[src/rtl/i2s_tx_if.sv]
// Sample input stream for the I2S transmitter.
// Handshake: the source holds InputData stable while InputValid is high. A word
// transfers on a rising MasterCLK edge where InputValid && InputReady are both 1.
// InputReady does not depend on InputValid in the same cycle.
interface i2s_tx_if;
  logic [31:0] InputData;
  logic        InputValid;
  logic        InputReady;

  modport master (output InputData, output InputValid, input InputReady);
  modport slave  (input InputData, input InputValid, output InputReady);
endinterface

[src/rtl/i2s_tx.sv]
// I2S transmitter: 4-deep sample FIFO feeding a 32-bit frame shifter.
// The bit clock is divided from MasterCLK. WS and DATA change on the falling
// bit-clock toggle. The first data bit follows the WS edge by one bit.
module i2s_tx #(
  parameter int CLK_DIV = 4
) (
  input  logic       MasterCLK,
  input  logic       Reset,
  i2s_tx_if.slave    in_if,
  output logic       SyncCLK,
  output logic       Underrun,
  output logic       I2S_CLK,
  output logic       I2S_WS,
  output logic       I2S_DATA,
  output logic [4:0] dbg_bit_cnt
);

  localparam logic [7:0] DIV_LAST = 8'(CLK_DIV - 1);

  logic [7:0]  div_cnt;
  logic [4:0]  bit_cnt;
  logic [31:0] frame;
  logic [31:0] fifo_mem [4];
  logic [1:0]  wr_ptr;
  logic [1:0]  rd_ptr;
  logic [2:0]  count;

  logic        tick;
  logic        fall;
  logic        load;
  logic        push;
  logic        pop;
  logic [4:0]  bit_next;
  logic [4:0]  data_idx;

  assign tick     = (div_cnt == DIV_LAST);
  assign fall     = tick && I2S_CLK;
  assign bit_next = bit_cnt + 5'd1;
  assign load     = fall && (bit_next == 5'd0);
  // Bit 32-n of the current frame; at n=0 this wraps to bit 0 of the old frame.
  assign data_idx = 5'd0 - bit_next;

  assign in_if.InputReady = (count < 3'd4);
  assign push             = in_if.InputValid && in_if.InputReady;
  // No bypass: a word pushed into an empty FIFO is not visible to this pop.
  assign pop              = load && (count != 3'd0);
  assign dbg_bit_cnt      = bit_cnt;

  // Clock divider and bit clock generation.
  always_ff @(posedge MasterCLK) begin
    if (Reset) begin
      div_cnt <= 8'd0;
      I2S_CLK <= 1'b0;
    end else if (tick) begin
      div_cnt <= 8'd0;
      I2S_CLK <= ~I2S_CLK;
    end else begin
      div_cnt <= div_cnt + 8'd1;
    end
  end

  // Bit counter, serial outputs and frame load on the falling bit-clock toggle.
  always_ff @(posedge MasterCLK) begin
    if (Reset) begin
      bit_cnt  <= 5'd31;
      frame    <= 32'h0;
      I2S_WS   <= 1'b0;
      I2S_DATA <= 1'b0;
      SyncCLK  <= 1'b0;
    end else begin
      SyncCLK <= load;
      if (fall) begin
        bit_cnt  <= bit_next;
        I2S_WS   <= bit_next[4];
        I2S_DATA <= frame[data_idx];
        if (load) begin
          frame <= (count != 3'd0) ? fifo_mem[rd_ptr] : 32'h0;
        end
      end
    end
  end

  // Sample FIFO storage and occupancy.
  always_ff @(posedge MasterCLK) begin
    if (Reset) begin
      wr_ptr <= 2'd0;
      rd_ptr <= 2'd0;
      count  <= 3'd0;
    end else begin
      if (push) begin
        fifo_mem[wr_ptr] <= in_if.InputData;
        wr_ptr           <= wr_ptr + 2'd1;
      end
      if (pop) begin
        rd_ptr <= rd_ptr + 2'd1;
      end
      case ({push, pop})
        2'b10:   count <= count + 3'd1;
        2'b01:   count <= count - 3'd1;
        default: count <= count;
      endcase
    end
  end

  // Sticky underrun: a frame was loaded while the FIFO was empty.
  always_ff @(posedge MasterCLK) begin
    if (Reset) begin
      Underrun <= 1'b0;
    end else if (load && (count == 3'd0)) begin
      Underrun <= 1'b1;
    end
  end

endmodule

[src/flat_wrapper.sv]
// flat-port wrapper written by rule: the top's interface ports become plain ports
module i2s_tx_flat 
#(
  parameter int CLK_DIV = 4
)
  (MasterCLK, Reset, SyncCLK, Underrun, I2S_CLK, I2S_WS, I2S_DATA, dbg_bit_cnt, in_if_InputData, in_if_InputValid, in_if_InputReady);
  i2s_tx_if in_if_i ();
  input  logic MasterCLK;
  input  logic Reset;
  output logic SyncCLK;
  output logic Underrun;
  output logic I2S_CLK;
  output logic I2S_WS;
  output logic I2S_DATA;
  output logic [4:0] dbg_bit_cnt;
  input wire logic [$bits(in_if_i.InputData)-1:0] in_if_InputData;
  input wire logic [$bits(in_if_i.InputValid)-1:0] in_if_InputValid;
  output wire logic [$bits(in_if_i.InputReady)-1:0] in_if_InputReady;
  assign in_if_i.InputData = in_if_InputData;
  assign in_if_i.InputValid = in_if_InputValid;
  assign in_if_InputReady = in_if_i.InputReady;
  i2s_tx #(.CLK_DIV(CLK_DIV)) u_core (.MasterCLK(MasterCLK), .Reset(Reset), .in_if(in_if_i), .SyncCLK(SyncCLK), .Underrun(Underrun), .I2S_CLK(I2S_CLK), .I2S_WS(I2S_WS), .I2S_DATA(I2S_DATA), .dbg_bit_cnt(dbg_bit_cnt));
endmodule
[config.mk]
export PLATFORM = sky130hd
export DESIGN_NAME = i2s_tx_flat
export DESIGN_NICKNAME = d
export VERILOG_FILES = /design/src/rtl/i2s_tx_if.sv /design/src/rtl/i2s_tx.sv /design/src/flat_wrapper.sv
export SDC_FILE = /design/constraint.sdc
export NUM_CORES = 1
export LEC_CHECK = 0
export ABC_CLOCK_PERIOD_IN_PS = 6000
export BUFFER_PORTS_ARGS = -buffer_cell sky130_fd_sc_hd__buf_2
export CORE_UTILIZATION = 65
export DETAILED_ROUTE_END_ITERATION = 10
export PLACE_DENSITY = 0.94
export SYNTH_ARGS = -nofsm -noshare
export SYNTH_HDL_FRONTEND = slang
export SYNTH_SLANG_ARGS = --single-unit
export TNS_END_PERCENT = 20
[constraint.sdc]
create_clock -name MasterCLK -period 6 [get_ports MasterCLK]
set_input_delay 0.6 -clock MasterCLK [delete_from_list [all_inputs] [get_ports MasterCLK]]
set_output_delay 0.6 -clock MasterCLK [all_outputs]
set_load 0.05 [all_outputs]
==> flow_summary.ini, run 1 <==
[critical_path]
timing.rr.start = u_core.dbg_bit_cnt[0]
reg2reg_slack_ps = 2230
crit_path_end_kind = flop
crit_fanout = 66
startpoint = u_core.dbg_bit_cnt[0]
required_ps = 6340
worstPathArrival_ps = 4120
crit_end = u_core.count[2]
worst_r2r_path_depth = 13
crit_type = flop to flop
rr_endpoint = u_core.count[2]
startpoint_type = flop

[placed_design]
dp_hpwl_um = 7530
place.gp.congestion = 0.739
portBuffers = 45
dp_slack_ps = 2300

[cells_and_area]
nNetsFinal = 560
nFillCells = 612
n_antenna_cell = 0
layout_common_cells = edfxtp_1, nor2_1, dfxtp_1, buf_2, mux4_2
drive_gt1_share_pct = 23.9
area.growth.synth_to_final_pct = 11.9
layout_commonest_cell = edfxtp_1

[routing]
ant_nets = 0
wl_per_cell_um = 19.6
drtPass1Iterations = 5
post_drt_via_cell_ratio = 6.17
finalWirelength_um = 13100
drt_iter0_markers = 304
drcViolationCount = 0
num_vias = 4122

[timing]
rsz0062_at_grt = false
period_share_pct = 62.9
hold_viol_final = 0
fin_tns_setup_ps = 0
slew_violations = 0
max_freq_ghz = 0.265
setup_viol = 0
max_slew.worst_pin.slew_ps = 911
fin_skew_ps = 8.41
relSlewSlack_pct = 39.3
worst_slack_ps = 2230
finalCriticalPeriod_ps = 3770

[power_and_ir_drop]
power.density_nw_per_um2 = 310
power.leakage_nw = 2.76
ir_worst_vdd_uv = 374

[min_path]
hold_path_class = primary input to flop

[clock_tree]
cts_root_buffer = clkbuf_16
cts_tree = yes
path_clk_slew_ps = 70
cts_buffers = 17
clock_path_buffers = 2
cts_resized = 0
cts_sinks = 187
cts.htree.levels = 4
worstSkewPairLatency_ps = 430
cts_hold_buf = 0
cts_setup_buffers = 0

[yosys]
syn_nets = 517
synth_edf_count = 128
syn-cell-area_um2 = 7390
synth_warnings = 0
synthDistinctLibCells = 39
ys.flop_type = edfxtp_1
synth_area_per_cell_um2 = 15.6
synth_async_sr_flop_share_pct = 0
ys_ff_latch = 187
synthTopCellsByArea = edfxtp_1, dfxtp_1, mux4_2, nor3b_1, nor2_1
synth.largest_area_cell = edfxtp_1
synthCells = 473
synth_top_area_share_pct = 52.0
yosysSeqAreaShare_pct = 68.0

[die]
core_um2 = 10900
chipHeight_um = 109
fp.dieW_um = 109
die-area_um2 = 11800
initial_utilization_pct = 67.6
rows = 38
ios = 46

[run]
cap_violations = 0

[run_status]
outcome = complete, no violations

[grt]
grt_max_degree = 67
grt_usage_pct = 25.1
grt_pass1_vias = 4172
overflow = 0
antenna_found_initial = 0
grt_pass1_wl_um = 21000
[critical path, stage by stage, from the launching register on]
cell	delay [ps]
dfxtp_1	730
ha_1	370
nand3_1	120
xor2_1	210
ha_1	190
nand4_1	100
buf_4	350
nor2_1	290
ha_1	240
inv_1	60
fa_1	370
xor2_1	150
or3_1	310
a21oi_1	160
[per-layer routing]
metal,vias to the layer above,track usage (%),routed length [um]
met2,156,42.0,6840
met4,0,12.8,368
met1,2051,30.4,5180
met3,36,6.16,713
li1,1879,-,-
met5,-,0,0
[cells in the mapped netlist (2+ instances only)]
| master | n |
|---|---|
| a21oi_1 | 35 |
| and2_1 | 5 |
| and3_1 | 5 |
| buf_2 | 4 |
| clkbuf_1 | 21 |
| dfxtp_1 | 59 |
| edfxtp_1 | 128 |
| ha_1 | 8 |
| inv_1 | 10 |
| mux2i_1 | 2 |
| mux4_2 | 40 |
| nand2_1 | 7 |
| nand2b_1 | 5 |
| nand3_1 | 7 |
| nand4_1 | 3 |
| nor2_1 | 58 |
| nor2b_1 | 4 |
| nor3_1 | 2 |
| nor3b_1 | 33 |
| o2111ai_1 | 2 |
| xnor2_1 | 7 |
| xor2_1 | 11 |
[registers in the layout, indices dropped and copies added, names as in the netlist, named ones only]
name / count
u_core.dbg_bit_cnt: 5
u_core.frame: 32
u_core.div_cnt: 8
u_core.rd_ptr: 2
u_core.Underrun: 1
u_core.I2S_DATA: 1
u_core.fifo_mem: 128
u_core.I2S_CLK: 1
u_core.SyncCLK: 1
u_core.count: 3
u_core.I2S_WS: 1
u_core.wr_ptr: 2
[stage by stage]
| step | utilization [%] | std cells | power [mW] | hold WS [ps] | area [um^2] |
|---|---|---|---|---|---|
| 2_1_floorplan | - | 473 | 1.51 | 438 | 7390 |
| 3_3_place_gp | 70.6 | 637 | 1.55 | 451 | 7720 |
| 3_5_place_dp | 70.6 | 637 | 1.56 | 472 | 7720 |
| 4_1_cts | 75.6 | 668 | 2.58 | 366 | 8270 |
| 5_1_grt | 75.6 | 668 | 2.64 | 370 | 8270 |
| 6_report | 75.6 | 668 | 2.56 | 379 | 8270 |
[logic make-up after synthesis]
family	after synthesis	share of synthesized area (%)
compound gates	44	3.57
buf+inv	38	2.30
fa+ha+maj	9	1.63
xor+xnor	18	2.13
simple gates	133	9.55
flops	187	68.0
mux	44	12.8
[worst min-delay path by stage]
stage | end | from | cells past startpoint | slack [ps]
2_1_floorplan | u_core.div_cnt[0] | u_core.div_cnt[0] | 1 | 440
3_3_place_gp | u_core.div_cnt[0] | u_core.div_cnt[0] | 1 | 450
3_5_place_dp | u_core.frame[12] | u_core.frame[12] | 2 | 470
4_1_cts | u_core.fifo_mem[2][26] | in_if_InputData[26] | 1 | 370
5_1_grt | u_core.fifo_mem[2][1] | in_if_InputData[1] | 1 | 370
6_report | u_core.fifo_mem[3][30] | in_if_InputData[30] | 1 | 380
[final cells by class]
| class | instances | area [um^2] | share of cell area, % |
|---|---|---|---|
| inverter | 10 | 37.5 | 0.454 |
| timing repair buffer | 52 | 278 | 3.36 |
| clock inverter | 13 | 121 | 1.47 |
| clock buffer | 18 | 429 | 5.19 |
| tap | 140 | 175 | 2.12 |
| sequential | 187 | 5030 | 60.8 |
| multi-input combinational | 248 | 2200 | 26.6 |
[where the power goes]
group	internal (mW)	total [mW]	switching (mW)	leakage (nW)
Combinational	0.0403	0.109	0.0685	0.860
Sequential	1.41	1.42	0.0130	1.64
Clock	0.572	1.03	0.460	0.264
(Power assumes the default switching activity.)
==> inputs of run 2 (changes only) <==
--- a/config.mk
+++ b/config.mk
@@ -5,11 +5,11 @@
 export SDC_FILE = /design/constraint.sdc
 export NUM_CORES = 1
 export LEC_CHECK = 0
-export ABC_CLOCK_PERIOD_IN_PS = 6000
+export ABC_CLOCK_PERIOD_IN_PS = 3600
 export BUFFER_PORTS_ARGS = -buffer_cell sky130_fd_sc_hd__buf_2
-export CORE_UTILIZATION = 65
+export CORE_UTILIZATION = 60
 export DETAILED_ROUTE_END_ITERATION = 10
-export PLACE_DENSITY = 0.94
+export PLACE_DENSITY = 0.88
 export SYNTH_ARGS = -nofsm -noshare
 export SYNTH_HDL_FRONTEND = slang
 export SYNTH_SLANG_ARGS = --single-unit
==> constraint.sdc (replaced) <==
create_clock -name MasterCLK -period 3.6 [get_ports MasterCLK]
set_input_delay 0.36 -clock MasterCLK [delete_from_list [all_inputs] [get_ports MasterCLK]]
set_output_delay 0.36 -clock MasterCLK [all_outputs]
set_load 0.05 [all_outputs]
==> run 2 against run 1 <==
Against the previous run:
- register-to-register slack lost 1600 ps
- flip-flop and latch count is the same
- hold slack lost 240 ps
- clock-buffer cell count grew 5
- first-iteration DRC count shrank 14%
- worst setup slack lost 1600 ps
- sequential power grew 67%
- largest power group unchanged
==> flow_summary.ini, run 2 (synthesis gave the netlist of run 1 again) <==
[critical_path]
reg2reg_slack_ps = 580
worst_r2r_path_depth = 12
timing.rr.start = u_core.dbg_bit_cnt[1]
crit_fanout = 8
worstPathArrival_ps = 3380
crit_path_end_kind = flop
rr_endpoint = u_core.count[2]
startpoint_type = flop
required_ps = 3960
crit_type = flop to flop

[clock_tree]
clock_path_buffers = 2
cts_root_buffer = clkbuf_16
cts_hold_buf = 0
cts_tree = yes
cts.htree.levels = 4
cts_buffers = 17
worstSkewPairLatency_ps = 430
cts_setup_buffers = 0
path_clk_slew_ps = 60
cts_sinks = 187
cts_resized = 0

[timing]
rsz0062_at_grt = false
fin_skew_ps = 2.88
slew_violations = 0
worst_slack_ps = 583
relSlewSlack_pct = 41.6
fin_tns_setup_ps = 0
hold_viol_final = 0
max_slew.worst_pin.slew_ps = 876
period_share_pct = 83.8
finalCriticalPeriod_ps = 3020
setup_viol = 0
max_freq_ghz = 0.331

[cells_and_area]
layout_commonest_cell = edfxtp_1
nNetsFinal = 562
layout_common_cells = edfxtp_1, nor2_1, dfxtp_1, buf_2, mux4_2
nFillCells = 765
regArea_um2 = 5030
fin_cells = 678
fin_util_pct = 69.1
multi_input_area_um2 = 2200
n_antenna_cell = 0
area.growth.synth_to_final_pct = 12.3
regMostFlops = u_core.fifo_mem
top_regs = u_core.fifo_mem x128, u_core.frame x32, u_core.div_cnt x8
drive_gt1_share_pct = 23.2
largest_reg_flops = 128

[placed_design]
dp_hpwl_um = 7910
dp_slack_ps = 628
dp.cells = 646
place.gp.congestion = 0.765
portBuffers = 45

[run_status]
outcome = complete, no violations

[die]
chipHeight_um = 113
initial_utilization_pct = 61.5
die-area_um2 = 12800
rows = 40
fp.dieW_um = 113
core_um2 = 12000
ios = 46

[routing]
finalWirelength_um = 13200
drtPass1Iterations = 5
post_drt_via_cell_ratio = 5.94
wl_per_cell_um = 19.4
num_vias = 4025
ant_nets = 0
drt_iter0_markers = 260
drcViolationCount = 0

[grt]
grt_pass1_wl_um = 21000
grt_usage_pct = 22.6
overflow = 0
grt_pass1_vias = 4064
antenna_found_initial = 0
grt_max_degree = 66

[power_and_ir_drop]
power_mw = 4.29
power.leakage_nw = 2.77
ir_worst_vdd_uv = 385
power.density_nw_per_um2 = 517

[run]
cap_violations = 0

[min_path]
worstHoldPathCells = 1
min_from = in_if_InputData[8]
hold_path_class = primary input to flop
hold_end = u_core.fifo_mem[2][8]
-- run 2: layout make-up --
class	count	share of cell area, %
Sequential cell	187	60.6
Multi-Input combinational cell	248	26.5
Clock buffer	23	5.40
Timing Repair Buffer	54	3.68
Tap cell	147	2.22
Clock inverter	9	1.18
Inverter	10	0.452
-- run 2: metrics by stage --
step | instance area [um^2] | hold slack, ps
6_report | 8300 | 142
5_1_grt | 8300 | 121
4_1_cts | 8300 | 126
3_5_place_dp | 7750 | 475
3_3_place_gp | 7750 | 451
2_1_floorplan | 7390 | 438
-- run 2: metal layers --
| layer | vias to the layer above | track usage, % | share of wire [%] |
|---|---|---|---|
| li1 | 1866 | - | - |
| met1 | 2016 | 28.8 | 42 |
| met2 | 120 | 36.7 | 51 |
| met3 | 23 | 6.96 | 5.2 |
| met4 | 0 | 8.86 | 2.2 |
| met5 | - | 0 | 0 |
-- run 2: how the worst max path moves through the flow --
stage | startpoint | endpoint | slack, ps | cells past startpoint
final | u_core.dbg_bit_cnt[1] | u_core.count[2] | 580 | 12
after floorplan | u_core.dbg_bit_cnt[1] | u_core.count[2] | 470 | 12
after global placement | u_core.dbg_bit_cnt[1] | u_core.count[2] | 790 | 12
after detailed placement | u_core.dbg_bit_cnt[1] | u_core.count[2] | 630 | 12
after global routing | u_core.dbg_bit_cnt[1] | u_core.count[2] | 290 | 12
after CTS | u_core.dbg_bit_cnt[1] | u_core.count[2] | 580 | 12
-- run 2: report_power, final --
part	switching, mW	leakage, nW	internal [mW]
Sequential	0.0215	1.64	2.35
Combinational	0.116	0.872	0.0681
Clock	0.721	0.262	1.01
-- run 2: critical path, stage by stage (launching register included) --
cell and delay, ps:
dfxtp_1 430, ha_1 330, nand3_1 140, xor2_1 220, ha_1 210, nand4_1 120
nor2_1 230, ha_1 220, inv_1 60, fa_1 370, xor2_1 160, or3_1 320
a21oi_1 140
==> inputs of run 3 (changes only) <==
--- a/config.mk
+++ b/config.mk
@@ -5,7 +5,7 @@
 export SDC_FILE = /design/constraint.sdc
 export NUM_CORES = 1
 export LEC_CHECK = 0
-export ABC_CLOCK_PERIOD_IN_PS = 3600
+export ABC_CLOCK_PERIOD_IN_PS = 2870
 export BUFFER_PORTS_ARGS = -buffer_cell sky130_fd_sc_hd__buf_2
 export CORE_UTILIZATION = 60
 export DETAILED_ROUTE_END_ITERATION = 10
==> constraint.sdc (replaced) <==
create_clock -name MasterCLK -period 2.87 [get_ports MasterCLK]
set_input_delay 0.287 -clock MasterCLK [delete_from_list [all_inputs] [get_ports MasterCLK]]
set_output_delay 0.287 -clock MasterCLK [all_outputs]
set_load 0.05 [all_outputs]
==> run 3 against run 2 <==
Against the previous run:
- sequential share of layout area fell by 0.47 points
- register-to-register slack got worse by 380 ps
- utilization rose by 0.66 points
- largest cell class unchanged
- clock power rose by 25%
- total power rose by 25%
- routed wire length rose by 3.2%
==> flow_summary.ini, run 3 (synthesis gave the netlist of run 1 again) <==
[run_status]
outcome = complete, no violations

[critical_path]
worst_r2r_path_depth = 13
worstPathArrival_ps = 3010
startpoint_type = flop
crit_type = flop to flop
required_ps = 3220
crit_path_end_kind = flop
reg2reg_slack_ps = 210
crit_fanout = 14

[timing]
fin_tns_setup_ps = 0
fin_hold_ws_ps = 81.5
slew_violations = 0
max_freq_ghz = 0.375
max_slew.worst_pin.slew_ps = 680
fin_skew_ps = 5.66
period_share_pct = 92.8
rsz0062_at_grt = false
hold_viol_final = 0
finalCriticalPeriod_ps = 2660
setup_viol = 0
relSlewSlack_pct = 54.7

[die]
fp.dieW_um = 113
rows = 40
chipHeight_um = 113
initial_utilization_pct = 61.5
ios = 46
die-area_um2 = 12800
core_um2 = 12000

[run]
cap_violations = 0

[cells_and_area]
fin_cells = 682
layout_commonest_cell = edfxtp_1
nFillCells = 750
fin_util_pct = 69.8
area.growth.synth_to_final_pct = 13.4
drive_gt1_share_pct = 26.4
regMostFlops = u_core.fifo_mem
layout_common_cells = edfxtp_1, nor2_1, dfxtp_1, buf_2, mux4_2
top_regs = u_core.fifo_mem x128, u_core.frame x32, u_core.div_cnt x8
largest_reg_flops = 128
n_antenna_cell = 0
nNetsFinal = 567

[routing]
num_vias = 4047
wl_per_cell_um = 19.9
drtPass1Iterations = 4
finalWirelength_um = 13600
drt_iter0_markers = 400
post_drt_via_cell_ratio = 5.93
wl_met3_um = 650
ant_nets = 0
drcViolationCount = 0
wl_met1_um = 5630
wl_met2_um = 7120
maxUsedRoutingLayer = met4

[clock_tree]
cts_buffers = 17
cts.htree.levels = 4
cts_tree = yes
worstSkewPairLatency_ps = 420
cts_root_buffer = clkbuf_16
clock_path_buffers = 2
cts_sinks = 187
path_clk_slew_ps = 60
cts_setup_buffers = 0

[placed_design]
place.gp.congestion = 0.798
portBuffers = 45
dp_hpwl_um = 7880
dp.cells = 651

[grt]
overflow = 0
grt_pass1_vias = 4194
grt_usage_pct = 23.1
grt_pass1_wl_um = 21700
grt_max_degree = 66
antenna_found_initial = 0

[min_path]
worstHoldPathCells = 1
hold_path_class = primary input to flop

[power_and_ir_drop]
ir_worst_vdd_uv = 430
power.leakage_nw = 2.82
power.density_nw_per_um2 = 641
## run 3: what timing repair did
action	CTS	global route
hold buffers	0	0
endpoints found under the hold margin	0	0
resized for setup	0	5
endpoints found under the setup margin	0	1
## run 3: metal layers
metal | up-vias | GRT usage (%)
met5 | - | 0
met2 | 117 | 39.7
met1 | 2025 | 28.6
met3 | 19 | 5.68
li1 | 1886 | -
met4 | 0 | 8.42
## run 3: per-stage QoR
stage / power, mW / worst slack (ps) / area [um^2]
CTS: 5.42 / 110 / 8360
finish: 5.37 / 206 / 8380
floorplan: 3.16 / 88.4 / 7400
global placement: 3.24 / 238 / 7800
global route: 5.55 / 41.0 / 8380
detailed placement: 3.26 / 134 / 7800
## run 3: power by group
group / internal (mW) / total [mW] / switching (mW)
Clock: 1.23 / 2.17 / 0.942
Sequential: 2.94 / 2.97 / 0.0263
Combinational: 0.0864 / 0.233 / 0.147
## run 3: area by class of cell
type	count	area (um^2)	share of cell area (%)
Clock inverter	9	61.3	0.732
Tap cell	147	184	2.20
Multi-Input combinational cell	248	2220	26.5
Clock buffer	22	495	5.91
Timing Repair Buffer	59	347	4.14
Inverter	10	37.5	0.448
Sequential cell	187	5040	60.1
## run 3: path summary, 6_finish.rpt
path | from | endpoint
max reg2reg | u_core.dbg_bit_cnt[0] | u_core.count[2]
max | u_core.dbg_bit_cnt[0] | u_core.count[2]
min reg2reg | u_core.Underrun | u_core.Underrun
min | in_if_InputData[29] | u_core.fifo_mem[2][29]
## run 3: worst max-delay path, stage by stage (launching register included)
cell and delay (ps):
dfxtp_4 360, buf_6 180, nand2_1 80, xnor2_1 130, and3_1 170, ha_1 150
nand4_1 130, nor2_2 150, ha_2 210, inv_1 50, fa_1 370, xor2_1 160
or3_1 300, a21oi_1 140
